<file path="src/rtl/ram_port_ctrl_pkg.sv">
// Shared definitions for the block-RAM port controller.
//   state_t        : controller FSM encoding
//   RD_FIFO_DEPTH  : read-return buffer depth (issue throttle is sized to it)
package ram_port_ctrl_pkg;

  localparam int RD_FIFO_DEPTH = 2;

  typedef enum logic [1:0] {
    ST_IDLE  = 2'd0,
    ST_WRITE = 2'd1,
    ST_READ  = 2'd2,
    ST_DONE  = 2'd3
  } state_t;

endpackage

</file>
<file path="src/rtl/ram_port_ctrl_if.sv">
// Bundle of the controller's command, write-stream, read-stream and RAM pins.
//   master : host/protocol-engine + RAM side (drives in_*, observes out_*)
//   slave  : the controller itself (drives out_*, observes in_*)
interface ram_port_ctrl_if #(
  parameter int RAM_ADDR_WIDTH = 8,
  parameter int RAM_DATA_WIDTH = 8,
  parameter int LEN_WIDTH      = RAM_ADDR_WIDTH + 1
);
  // command
  logic                      in_cmd_valid;
  logic                      out_cmd_ready;
  logic                      in_cmd_rd;
  logic [RAM_ADDR_WIDTH-1:0] in_cmd_addr;
  logic [LEN_WIDTH-1:0]      in_cmd_len;
  // write stream
  logic [RAM_DATA_WIDTH-1:0] in_wdata;
  logic                      in_wdata_valid;
  logic                      out_wdata_ready;
  // read stream
  logic [RAM_DATA_WIDTH-1:0] out_rdata;
  logic                      out_rdata_valid;
  logic                      in_rdata_ready;
  // RAM
  logic [RAM_ADDR_WIDTH-1:0] out_ram_addr;
  logic                      out_ram_wr;
  logic [RAM_DATA_WIDTH-1:0] out_ram_data;
  logic [RAM_DATA_WIDTH-1:0] in_ram_data;
  // status
  logic                      out_busy;
  logic                      out_done;

  modport master (
    output in_cmd_valid, in_cmd_rd, in_cmd_addr, in_cmd_len,
    output in_wdata, in_wdata_valid, in_rdata_ready, in_ram_data,
    input  out_cmd_ready, out_wdata_ready, out_rdata, out_rdata_valid,
    input  out_ram_addr, out_ram_wr, out_ram_data, out_busy, out_done
  );

  modport slave (
    input  in_cmd_valid, in_cmd_rd, in_cmd_addr, in_cmd_len,
    input  in_wdata, in_wdata_valid, in_rdata_ready, in_ram_data,
    output out_cmd_ready, out_wdata_ready, out_rdata, out_rdata_valid,
    output out_ram_addr, out_ram_wr, out_ram_data, out_busy, out_done
  );

endinterface

</file>
<file path="src/rtl/ram_port_ctrl_rd_skid_fifo.sv">
// rd_skid_fifo: 2-entry buffer for words returning from the RAM.
//   in_clk/in_rst_n : clock, synchronous active-low reset
//   in_push/in_data : write one word
//   in_pop          : consume head (ignored when empty)
//   out_head/out_valid : head word and its valid
//   out_occ         : occupancy 0..2
// Push and pop in the same cycle keep occupancy and order. Overflow is
// prevented by the issuer, which never lets occupancy + in-flight exceed 2.
module rd_skid_fifo #(
  parameter int W = 8
) (
  input  logic         in_clk,
  input  logic         in_rst_n,
  input  logic         in_push,
  input  logic [W-1:0] in_data,
  input  logic         in_pop,
  output logic [W-1:0] out_head,
  output logic         out_valid,
  output logic [1:0]   out_occ
);

  logic [1:0][W-1:0] mem;
  logic              rd_ptr, wr_ptr;
  logic              do_pop;

  assign do_pop    = in_pop & out_valid;
  assign out_valid = (out_occ != 2'd0);
  assign out_head  = mem[rd_ptr];

  always_ff @(posedge in_clk) begin
    if (!in_rst_n) begin
      mem     <= '0;
      rd_ptr  <= 1'b0;
      wr_ptr  <= 1'b0;
      out_occ <= 2'd0;
    end else begin
      if (in_push) begin
        mem[wr_ptr] <= in_data;
        wr_ptr      <= ~wr_ptr;
      end
      if (do_pop) rd_ptr <= ~rd_ptr;
      case ({in_push, do_pop})
        2'b10:   out_occ <= out_occ + 2'd1;
        2'b01:   out_occ <= out_occ - 2'd1;
        default: out_occ <= out_occ;
      endcase
    end
  end

endmodule

</file>
<file path="src/rtl/ram_port_ctrl.sv">
// ram_port_ctrl: burst initiator for a single-port block RAM with a
// 1-cycle registered read.
//   in_clk, in_rst_n : clock, synchronous active-low reset
//   bus (slave)      : command (valid/ready, rd, addr, len), write stream,
//                      read stream, RAM addr/wr/data pins, busy/done status
// Reads are issued only while the return buffer has room for the word in
// flight plus anything already buffered, so a 2-entry buffer is enough to
// stream 1 word/cycle under arbitrary backpressure.
module ram_port_ctrl
  import ram_port_ctrl_pkg::*;
#(
  parameter int RAM_ADDR_WIDTH = 8,
  parameter int RAM_DATA_WIDTH = 8,
  parameter int LEN_WIDTH      = RAM_ADDR_WIDTH + 1
) (
  input logic            in_clk,
  input logic            in_rst_n,
  ram_port_ctrl_if.slave bus
);

  localparam int AW = RAM_ADDR_WIDTH;
  localparam int LW = LEN_WIDTH;

  state_t                    state;
  logic [AW-1:0]             cur_addr;
  logic [LW-1:0]             remaining;  // words left to accept (write) / issue (read)
  logic                      inflight;   // read issued last cycle, data on in_ram_data now
  logic                      cmd_ready_q, busy_q, done_q, wdata_ready_q;

  logic [1:0]                occ;
  logic                      fifo_vld;
  logic [RAM_DATA_WIDTH-1:0] fifo_head;
  logic                      pop, issue, wr_acc;

  assign pop    = fifo_vld & bus.in_rdata_ready;
  assign wr_acc = bus.in_wdata_valid & wdata_ready_q;
  // room check: buffered + in flight - leaving this cycle must stay below depth
  assign issue  = (state == ST_READ) && (remaining != '0) &&
                  (({1'b0, occ} + {2'b0, inflight}) < (3'(RD_FIFO_DEPTH) + {2'b0, pop}));

  rd_skid_fifo #(.W(RAM_DATA_WIDTH)) u_fifo (
    .in_clk   (in_clk),
    .in_rst_n (in_rst_n),
    .in_push  (inflight),
    .in_data  (bus.in_ram_data),
    .in_pop   (pop),
    .out_head (fifo_head),
    .out_valid(fifo_vld),
    .out_occ  (occ)
  );

  always_ff @(posedge in_clk) begin
    if (!in_rst_n) begin
      state         <= ST_IDLE;
      cur_addr      <= '0;
      remaining     <= '0;
      inflight      <= 1'b0;
      cmd_ready_q   <= 1'b1;
      busy_q        <= 1'b0;
      done_q        <= 1'b0;
      wdata_ready_q <= 1'b0;
    end else begin
      inflight <= issue;
      done_q   <= 1'b0;
      case (state)
        ST_IDLE: begin
          if (bus.in_cmd_valid) begin
            cur_addr    <= bus.in_cmd_addr;
            remaining   <= bus.in_cmd_len;
            cmd_ready_q <= 1'b0;
            busy_q      <= 1'b1;
            if (bus.in_cmd_len == '0) begin
              state  <= ST_DONE;
              done_q <= 1'b1;
            end else if (bus.in_cmd_rd) begin
              state <= ST_READ;
            end else begin
              state         <= ST_WRITE;
              wdata_ready_q <= 1'b1;
            end
          end
        end
        ST_WRITE: begin
          if (wr_acc) begin
            cur_addr  <= cur_addr + AW'(1);
            remaining <= remaining - LW'(1);
            if (remaining == LW'(1)) begin
              state         <= ST_DONE;
              done_q        <= 1'b1;
              wdata_ready_q <= 1'b0;
            end
          end
        end
        ST_READ: begin
          if (issue) begin
            cur_addr  <= cur_addr + AW'(1);
            remaining <= remaining - LW'(1);
          end else if (remaining == '0 && !inflight && occ == 2'd0) begin
            state  <= ST_DONE;
            done_q <= 1'b1;
          end
        end
        ST_DONE: begin
          state       <= ST_IDLE;
          cmd_ready_q <= 1'b1;
          busy_q      <= 1'b0;
        end
        default: state <= ST_IDLE;
      endcase
    end
  end

  assign bus.out_cmd_ready   = cmd_ready_q;
  assign bus.out_busy        = busy_q;
  assign bus.out_done        = done_q;
  assign bus.out_wdata_ready = wdata_ready_q;
  assign bus.out_ram_addr    = cur_addr;
  assign bus.out_ram_wr      = wr_acc;
  // write data only leaves the block while a write burst is accepting
  assign bus.out_ram_data    = wdata_ready_q ? bus.in_wdata : '0;
  assign bus.out_rdata_valid = fifo_vld;
  assign bus.out_rdata       = fifo_vld ? fifo_head : '0;

endmodule
</file>
<file path="src/flat_wrapper.sv">
// flat-port wrapper written by rule: the top's interface ports become plain ports
module ram_port_ctrl_flat import ram_port_ctrl_pkg::*;
#(
  parameter int RAM_ADDR_WIDTH = 8,
  parameter int RAM_DATA_WIDTH = 8,
  parameter int LEN_WIDTH      = RAM_ADDR_WIDTH + 1
)
  (in_clk, in_rst_n, bus_in_cmd_valid, bus_in_cmd_rd, bus_in_cmd_addr, bus_in_cmd_len, bus_in_wdata, bus_in_wdata_valid, bus_in_rdata_ready, bus_in_ram_data, bus_out_cmd_ready, bus_out_wdata_ready, bus_out_rdata, bus_out_rdata_valid, bus_out_ram_addr, bus_out_ram_wr, bus_out_ram_data, bus_out_busy, bus_out_done);
  ram_port_ctrl_if #(.RAM_ADDR_WIDTH(RAM_ADDR_WIDTH), .RAM_DATA_WIDTH(RAM_DATA_WIDTH), .LEN_WIDTH(LEN_WIDTH)) bus_i ();
  input logic in_clk;
  input logic in_rst_n;
  input wire logic [$bits(bus_i.in_cmd_valid)-1:0] bus_in_cmd_valid;
  input wire logic [$bits(bus_i.in_cmd_rd)-1:0] bus_in_cmd_rd;
  input wire logic [$bits(bus_i.in_cmd_addr)-1:0] bus_in_cmd_addr;
  input wire logic [$bits(bus_i.in_cmd_len)-1:0] bus_in_cmd_len;
  input wire logic [$bits(bus_i.in_wdata)-1:0] bus_in_wdata;
  input wire logic [$bits(bus_i.in_wdata_valid)-1:0] bus_in_wdata_valid;
  input wire logic [$bits(bus_i.in_rdata_ready)-1:0] bus_in_rdata_ready;
  input wire logic [$bits(bus_i.in_ram_data)-1:0] bus_in_ram_data;
  output wire logic [$bits(bus_i.out_cmd_ready)-1:0] bus_out_cmd_ready;
  output wire logic [$bits(bus_i.out_wdata_ready)-1:0] bus_out_wdata_ready;
  output wire logic [$bits(bus_i.out_rdata)-1:0] bus_out_rdata;
  output wire logic [$bits(bus_i.out_rdata_valid)-1:0] bus_out_rdata_valid;
  output wire logic [$bits(bus_i.out_ram_addr)-1:0] bus_out_ram_addr;
  output wire logic [$bits(bus_i.out_ram_wr)-1:0] bus_out_ram_wr;
  output wire logic [$bits(bus_i.out_ram_data)-1:0] bus_out_ram_data;
  output wire logic [$bits(bus_i.out_busy)-1:0] bus_out_busy;
  output wire logic [$bits(bus_i.out_done)-1:0] bus_out_done;
  assign bus_i.in_cmd_valid = bus_in_cmd_valid;
  assign bus_i.in_cmd_rd = bus_in_cmd_rd;
  assign bus_i.in_cmd_addr = bus_in_cmd_addr;
  assign bus_i.in_cmd_len = bus_in_cmd_len;
  assign bus_i.in_wdata = bus_in_wdata;
  assign bus_i.in_wdata_valid = bus_in_wdata_valid;
  assign bus_i.in_rdata_ready = bus_in_rdata_ready;
  assign bus_i.in_ram_data = bus_in_ram_data;
  assign bus_out_cmd_ready = bus_i.out_cmd_ready;
  assign bus_out_wdata_ready = bus_i.out_wdata_ready;
  assign bus_out_rdata = bus_i.out_rdata;
  assign bus_out_rdata_valid = bus_i.out_rdata_valid;
  assign bus_out_ram_addr = bus_i.out_ram_addr;
  assign bus_out_ram_wr = bus_i.out_ram_wr;
  assign bus_out_ram_data = bus_i.out_ram_data;
  assign bus_out_busy = bus_i.out_busy;
  assign bus_out_done = bus_i.out_done;
  ram_port_ctrl #(.RAM_ADDR_WIDTH(RAM_ADDR_WIDTH), .RAM_DATA_WIDTH(RAM_DATA_WIDTH), .LEN_WIDTH(LEN_WIDTH)) u_core (.in_clk(in_clk), .in_rst_n(in_rst_n), .bus(bus_i));
endmodule
</file>
<file path="config.mk">
export PLATFORM = sky130hd
export DESIGN_NAME = ram_port_ctrl_flat
export DESIGN_NICKNAME = d
export VERILOG_FILES = /design/src/rtl/ram_port_ctrl_pkg.sv /design/src/rtl/ram_port_ctrl_if.sv /design/src/rtl/ram_port_ctrl_rd_skid_fifo.sv /design/src/rtl/ram_port_ctrl.sv /design/src/flat_wrapper.sv
export SDC_FILE = /design/constraint.sdc
export NUM_CORES = 1
export LEC_CHECK = 0
export ABC_AREA = 1
export CAP_MARGIN = 20
export CORE_UTILIZATION = 35
export CTS_BUF_LIST = sky130_fd_sc_hd__clkbuf_2
export DETAILED_ROUTE_END_ITERATION = 6
export GPL_ROUTABILITY_DRIVEN = 0
export PLACE_DENSITY = 0.68
export SYNTH_ARGS = -nofsm -noshare
export SYNTH_HDL_FRONTEND = slang
export SYNTH_SLANG_ARGS = --single-unit
</file>
<file path="constraint.sdc">
create_clock -name in_clk -period 1.6 [get_ports in_clk]
set_input_delay 0.32 -clock in_clk [delete_from_list [all_inputs] [get_ports in_clk]]
set_output_delay 0.32 -clock in_clk [all_outputs]
set_load 0.05 [all_outputs]
</file>
==> results of run 1 <==
-- worst min-delay path: cells and delay by family --
kind | cells | cell delay [ps]
buf+inv | 1 | 410
simple gates | 2 | 150
-- Yosys cell counts, drive strengths merged --
| library cell | count |
|---|---|
| a21oi | 27 |
| a31oi | 1 |
| buf | 11 |
| clkbuf | 3 |
| clkinv | 2 |
| dfxtp | 44 |
| ha | 11 |
| inv | 49 |
| mux2i | 1 |
| nand2 | 110 |
| nand3 | 33 |
| nand3b | 3 |
| nand4 | 6 |
| nor2 | 90 |
| nor3 | 2 |
| o21ai | 33 |
| o22ai | 1 |
| o31ai | 1 |
| or2 | 1 |
| xor2 | 1 |
-- state kept, by name, indices dropped and copies added, names as in the netlist --
register                    flops
u_core.inflight                 1
u_core.u_fifo.wr_ptr            1
u_core.u_fifo.rd_ptr            1
u_core.bus.out_busy             1
u_core.u_fifo.out_occ           2
u_core.bus.out_cmd_ready        1
u_core.remaining                9
u_core.state                    2
u_core.u_fifo.mem              16
u_core.bus.out_done             1
u_core.bus.out_wdata_ready      1
u_core.bus.out_ram_addr         8
-- power groups by stage --
stage	combinational (W)	clock [W]	sequential (W)
4_1_cts	0.00623	0.000700	0.00173
3_3_place_gp	0.00560	0	0.00174
3_5_place_dp	0.00572	0	0.00175
2_1_floorplan	0.00351	0	0.00212
6_report	0.00709	0.000682	0.00175
5_1_grt	0.00771	0.000760	0.00180
-- worst max-delay path by stage --
stage / from / endpoint / slack, ps / depth (start not counted)
after global placement: bus_in_rdata_ready / u_core.u_fifo.out_occ[1] / -60 / 9
after CTS: u_core.u_fifo.out_occ[0] / bus_out_rdata[2] / -300 / 7
after floorplan: u_core.u_fifo.out_occ[0] / bus_out_rdata[0] / -250 / 4
after global routing: u_core.u_fifo.out_occ[0] / bus_out_rdata[6] / -380 / 7
final: u_core.u_fifo.out_occ[0] / bus_out_rdata[6] / -290 / 7
after detailed placement: bus_in_rdata_ready / u_core.u_fifo.out_occ[1] / -170 / 9
-- per-layer routing --
metal,vias to the layer above,routed length [um]
met1,1393,3450
met2,99,3800
met5,-,0
met3,13,421
met4,0,104
li1,1573,-
-- repair_timing --
item	in CTS	in global routing
endpoints found under the setup margin	19	42
pin swaps	7	13
buffers inserted	7	3
hold endpoints to repair	0	0
cloned	1	2
resized for setup	31	72
-- final cells by class --
| class | count | share of cell area (%) |
|---|---|---|
| Clock buffer | 5 | 0.557 |
| Clock inverter | 3 | 1.03 |
| Inverter | 51 | 4.79 |
| Multi-Input combinational cell | 322 | 41.7 |
| Sequential cell | 44 | 19.9 |
| Tap cell | 99 | 2.76 |
| Timing Repair Buffer | 110 | 29.3 |
-- cells by family after synthesis --
kind of cell	count (synthesis)	share of synthesized area, %
simple gates	245	40.1
xor+xnor	1	0.321
fa+ha+maj	11	5.04
buf+inv	65	10.2
mux	1	0.366
compound gates	63	11.7
flops	44	32.2
-- through the flow --
stage	instances	TNS (ps)	setup slack (ps)
global route	634	-6660	-381
detailed placement	613	-681	-175
CTS	629	-2870	-298
finish	634	-3780	-292
floorplan	430	-1970	-246
global placement	613	-286	-59.3
==> impl_results.md, run 1 <==
* Cell Pwr Density at 2120 nW/um2
* Number of CTS-inserted buffers at 5
* Drt drc at 0
* Antenna Violating Nets Remaining at 0
* First-pass GRT wire length at between 10 and 15 mm
* Root Buffer Master: clkbuf_2
* Gate power share at 74.4%
* Gr usage total at 18.8%
* Synth top area cells: dfxtp_1, nand2_1, nor2_1, nand3_1, o21ai_0
* Violated checks: negative setup slack
* Post-synthesis cell count at 430
* Worst Hold Class: in -> reg
* Number of placement rows at 31
* P_int at roughly 0.0047 W
* Critical-path maximum fanout at 8
* Storage element area at 893 um2
* Slew Limit Fails at 0
* Hold WS at 451 ps
* Crit path DAT at 1570 ps
* GR Util met3 at under 10%
* Clock sink count at 44
* CP max-delay cell: dfxtp_2
* Synth Area per Inst at between 6 and 7 um2
* Area taken by multi-input logic gates at 1870 um2
* Maxcap violations at 0
* Nets@finish at 584
* Via-to-Cell Ratio at 4.85
* N_diodes at 0
* Post-synth cell types at 30
* Post-synthesis sequential area ratio at 32.2%
* Slew of the pin with the lowest slew margin at roughly 310 ps
* Share of cells above drive strength 1 at 33.1%
* Switching power at 0.00480 W
* Status: complete, but fails checks
* Vias in the first global route at 2857
* Cts-stage hold buffer count at 0
* Worst R2R Path Depth at 10
* Largest net degree at the start of global routing at 19
* Cell taking the most area after synthesis: dfxtp_1
* Final HPWL DP at ~5.5 mm
* Htree depth at 2
* Critical Path Start Type: register
* Total grt overflow at 0
* Drt pass-1 iters at 4
* FF+latch count, synth at 44
* Peak supply drop at 1.20 mV
* Worst r2r src: u_core.u_fifo.out_occ[0]
* Clock-pin slew on the worst setup and hold paths at ~260 ps
* CP Class: reg -> out
* Core ar. at approximately 7400 um2
* Worst EP required at 1280 ps
* Yosys top cell area share at between 30% and 40%
* Net count after synthesis at 480
* R2R setup slack at -110 ps
* Crit-path cells: buf_6 > inv_4 > nand2_4 > clkinvlp_4 > buf_12 > a21oi_4 > buf_12
* Core Util, Final at 60.7%
* Worst R2R End: u_core.remaining[8]
* Switching fraction of total power at 50.4%
* Starting Density at a little under two fifths
* Die Footprint at 8160 um2
* DR vias at 3078
* Fmax at 529 MHz
* Synth Cell Area at 2730 um2
* CP top delay family: buffers and inverters
* Clock Skew at 12.6 ps
* Worst skew pair latency at 430 ps
* Wire per inst at 12.3 um
* CTS Buffer Depth at 2
* Die Span X at around 90 um
* Slack of the critical path at -292 ps
* Hold_sp: bus_in_ram_data[5]
* CP max stage delay at 400 ps
* Most frequent cells in the layout: nand2_1, nor2_1, clkdlybuf4s50_1, dfxtp_1, buf_4
* Final hold viol count at 0
* Crit path buf inv count at 5
* Initial antenna violation count at 0
* Commonest non-fill, non-tap cell in the layout: nand2_1
* Final period util at 118%
* CTS tree: built
* Relative slew slack at 78.8%
* Layout Area Growth over Synthesis at 64.5%
* Share of power burned in registers at a little under a fifth
* Finished Cell Area at 4490 um2
* Leak Pwr at 1.97 nW
* Yosys warning total at 0
* Filler cell count at approximately 680
* Io pins at just under 70
* # port buffers at 68
* Final wirelength at just under 8 mm
* Placed cell area at 3940 um2
* Minimum clock period at 1890 ps
* Die Y at 90.3 um
* Worst Hold Endpoint: u_core.u_fifo.mem[5]
* GR Util met2 at 32.3%
* Layer with the highest usage: met2
* Min-Delay Path Depth at 3
* Setup Viol. Count Final at 27
* Crit-path most repeated cell: buf_12
* RSZ-0062 raised after global routing: yes
* Critical Path End Type: output pin
* Clock power share at approximately 7.2%
* GR Layer Usage met1 at 24.0%
* Tot Pwr at 0.00952 W
* DR iter-0 viols at 79
(Power assumes the default switching activity.)
==> run 2, diff against run 1 <==
--- a/config.mk
+++ b/config.mk
@@ -7,11 +7,13 @@
 export LEC_CHECK = 0
 export ABC_AREA = 1
 export CAP_MARGIN = 20
+export CORE_MARGIN = 5
 export CORE_UTILIZATION = 35
 export CTS_BUF_LIST = sky130_fd_sc_hd__clkbuf_2
 export DETAILED_ROUTE_END_ITERATION = 6
 export GPL_ROUTABILITY_DRIVEN = 0
 export PLACE_DENSITY = 0.68
+export REMOVE_ABC_BUFFERS = 1
 export SYNTH_ARGS = -nofsm -noshare
 export SYNTH_HDL_FRONTEND = slang
 export SYNTH_SLANG_ARGS = --single-unit
==> constraint.sdc (replaced) <==
create_clock -name in_clk -period 1.6 [get_ports in_clk]
set_input_delay 0.48 -clock in_clk [delete_from_list [all_inputs] [get_ports in_clk]]
set_output_delay 0.48 -clock in_clk [all_outputs]
set_load 0.05 [all_outputs]
==> impl_results.md, run 2 (synthesis results as in run 1) <==
* Status: complete, but fails checks
* Violated checks: negative setup slack
* Antenna Violating Nets Remaining at 0
* Total grt overflow at 0
* Die Footprint at 9670 um2
* DR vias at a little over 3000
* DR iter-0 viols at 129
* Sum Neg Setup Slack at -6250 ps
* RSZ-0062 raised after global routing: yes
* Hold_sp: u_core.u_fifo.mem[13]
* Critical-path maximum fanout at 8
* Starting Density at 35.7%
* Critical Path Start Type: register
* Crit path DAT at about 1500 ps
* Drt drc at 0
* Fmax at 505 MHz
* Worst r2r src: u_core.u_fifo.out_occ[0]
* Via-to-Cell Ratio at around 4.8
* Clock sink count at 44
* Worst EP required at 1120 ps
* Crit-path cells: inv_2 > nand2_4 > clkinvlp_4 > buf_12 > a21oi_4 > buf_12
* Slew of the pin with the lowest slew margin at 342 ps
* Core Util, Final at about three fifths
* # port buffers at 68
* Share of cells above drive strength 1 at 34.9%
* Crit path buf inv count at 4
* Final wirelength at 8.36 mm
* Slew Limit Fails at 0
* CP max stage delay at roughly 410 ps
* Minimum clock period at 1980 ps
* Pre-CTS setup slack at -255 ps
* Most frequent cells in the layout: nand2_1, nor2_1, clkdlybuf4s50_1
* Vias in the first global route at between 2000 and 3000
* Core ar. at about 7600 um2
* Initial antenna violation count at 0
* Die Span X at 98.3 um
* First-pass GRT wire length at 13.0 mm
* Nets@finish at 585
* Relative slew slack at around 77%
* N_diodes at 0
* CP Launch Point: u_core.u_fifo.out_occ[0]
* Critical Path End Type: output pin
* Worst skew pair latency at 440 ps
* CTS Buffer Depth at 2
* Largest register FFs at 16
* Cell Pwr Density at between 2000 and 2500 nW/um2
* Final period util at 124%
* CP Class: reg -> out
* Gr usage total at 16.0%
* Slack of the critical path at -380 ps
* Setup Viol. Count Final at 35
* Final hold viol count at 0
* Maxcap violations at 0
* CP top delay family: buffers and inverters
* Clock Skew at roughly 25 ps
* Layout Area Growth over Synthesis at 69.7%
* Peak supply drop at around 1.1 mV
* Wire per inst at 13.1 um
* Die Y at 98.3 um
* Number of placement rows at 32
* Io pins at 69
* Number of CTS-inserted buffers at 5
* Hold WS at ~500 ps
* CTS tree: built
* Htree depth at 2
* CP max-delay cell: dfxtp_4
* Root Buffer Master: clkbuf_2
* Largest net degree at the start of global routing at 26
* Clock-pin slew on the worst setup and hold paths at 260 ps
* Leak Pwr at ~2.0 nW
* Drt pass-1 iters at 4
* Commonest non-fill, non-tap cell in the layout: nand2_1
* Most flop-heavy register: u_core.u_fifo.mem
* Worst Hold Class: reg -> reg
* Final HPWL DP at about 5.7 mm
* Crit-path most repeated cell: buf_12
* Tot Pwr at 0.00986 W
-- run 2: per-layer routing --
metal	routed length (um)	track usage [%]	up-vias
met1	3580	20.0	1396
met2	4270	27.1	92
met5	0	0	-
met3	356	2.79	11
li1	-	-	1569
met4	155	6.09	0
-- run 2: worst paths after layout --
check | cells after the start | to | slack [ps]
worst max-delay path | 6 | bus_out_rdata[0] | -380
worst min register to register | 2 | u_core.u_fifo.mem[13] | 500
worst max register to register | 12 | u_core.remaining[1] | -160
worst min-delay path | 2 | u_core.u_fifo.mem[13] | 500
-- run 2: timing repair --
item | 4_1_cts | 5_1_grt
resized for setup | 61 | 54
hold buffers | 0 | 0
pin swaps | 1 | 9
buffers inserted | 5 | 5
setup endpoints to repair | 34 | 45
gates cloned | 2 | 1
-- run 2: final cells by class --
type / instances / area [um2]
inverter: 51 / 209
fill: 644 / 3010
timing repair buffer: 111 / 1390
tap: 102 / 128
sequential: 44 / 901
multi-input combinational: 322 / 1930
clock inverter: 3 / 46.3
clock buffer: 5 / 25.0
-- run 2: report_power, final --
| group | switching [W] | internal (W) |
|---|---|---|
| Combinational | 0.00414 | 0.00320 |
| Sequential | 0.000388 | 0.00146 |
| Clock | 0.000406 | 0.000269 |
-- run 2: stage by stage --
step / std cells / instance area [um2]
floorplan: 416 / 2640
global placement: 618 / 4020
detailed placement: 618 / 4020
CTS: 633 / 4360
global route: 638 / 4630
finish: 638 / 4630
-- run 2: worst min-delay path, stage by stage (launching register included) --
cell and delay (ps):
dfxtp_1 370, nor2_1 90, nor2_1 50
==> run 3, diff against run 2 <==
--- a/config.mk
+++ b/config.mk
@@ -6,6 +6,7 @@
 export NUM_CORES = 1
 export LEC_CHECK = 0
 export ABC_AREA = 1
+export ABC_CLOCK_PERIOD_IN_PS = 1600
 export CAP_MARGIN = 20
 export CORE_MARGIN = 5
 export CORE_UTILIZATION = 35
==> results of run 3 <==
No change in the layout: final DEF, timing and power equal those of run 2.
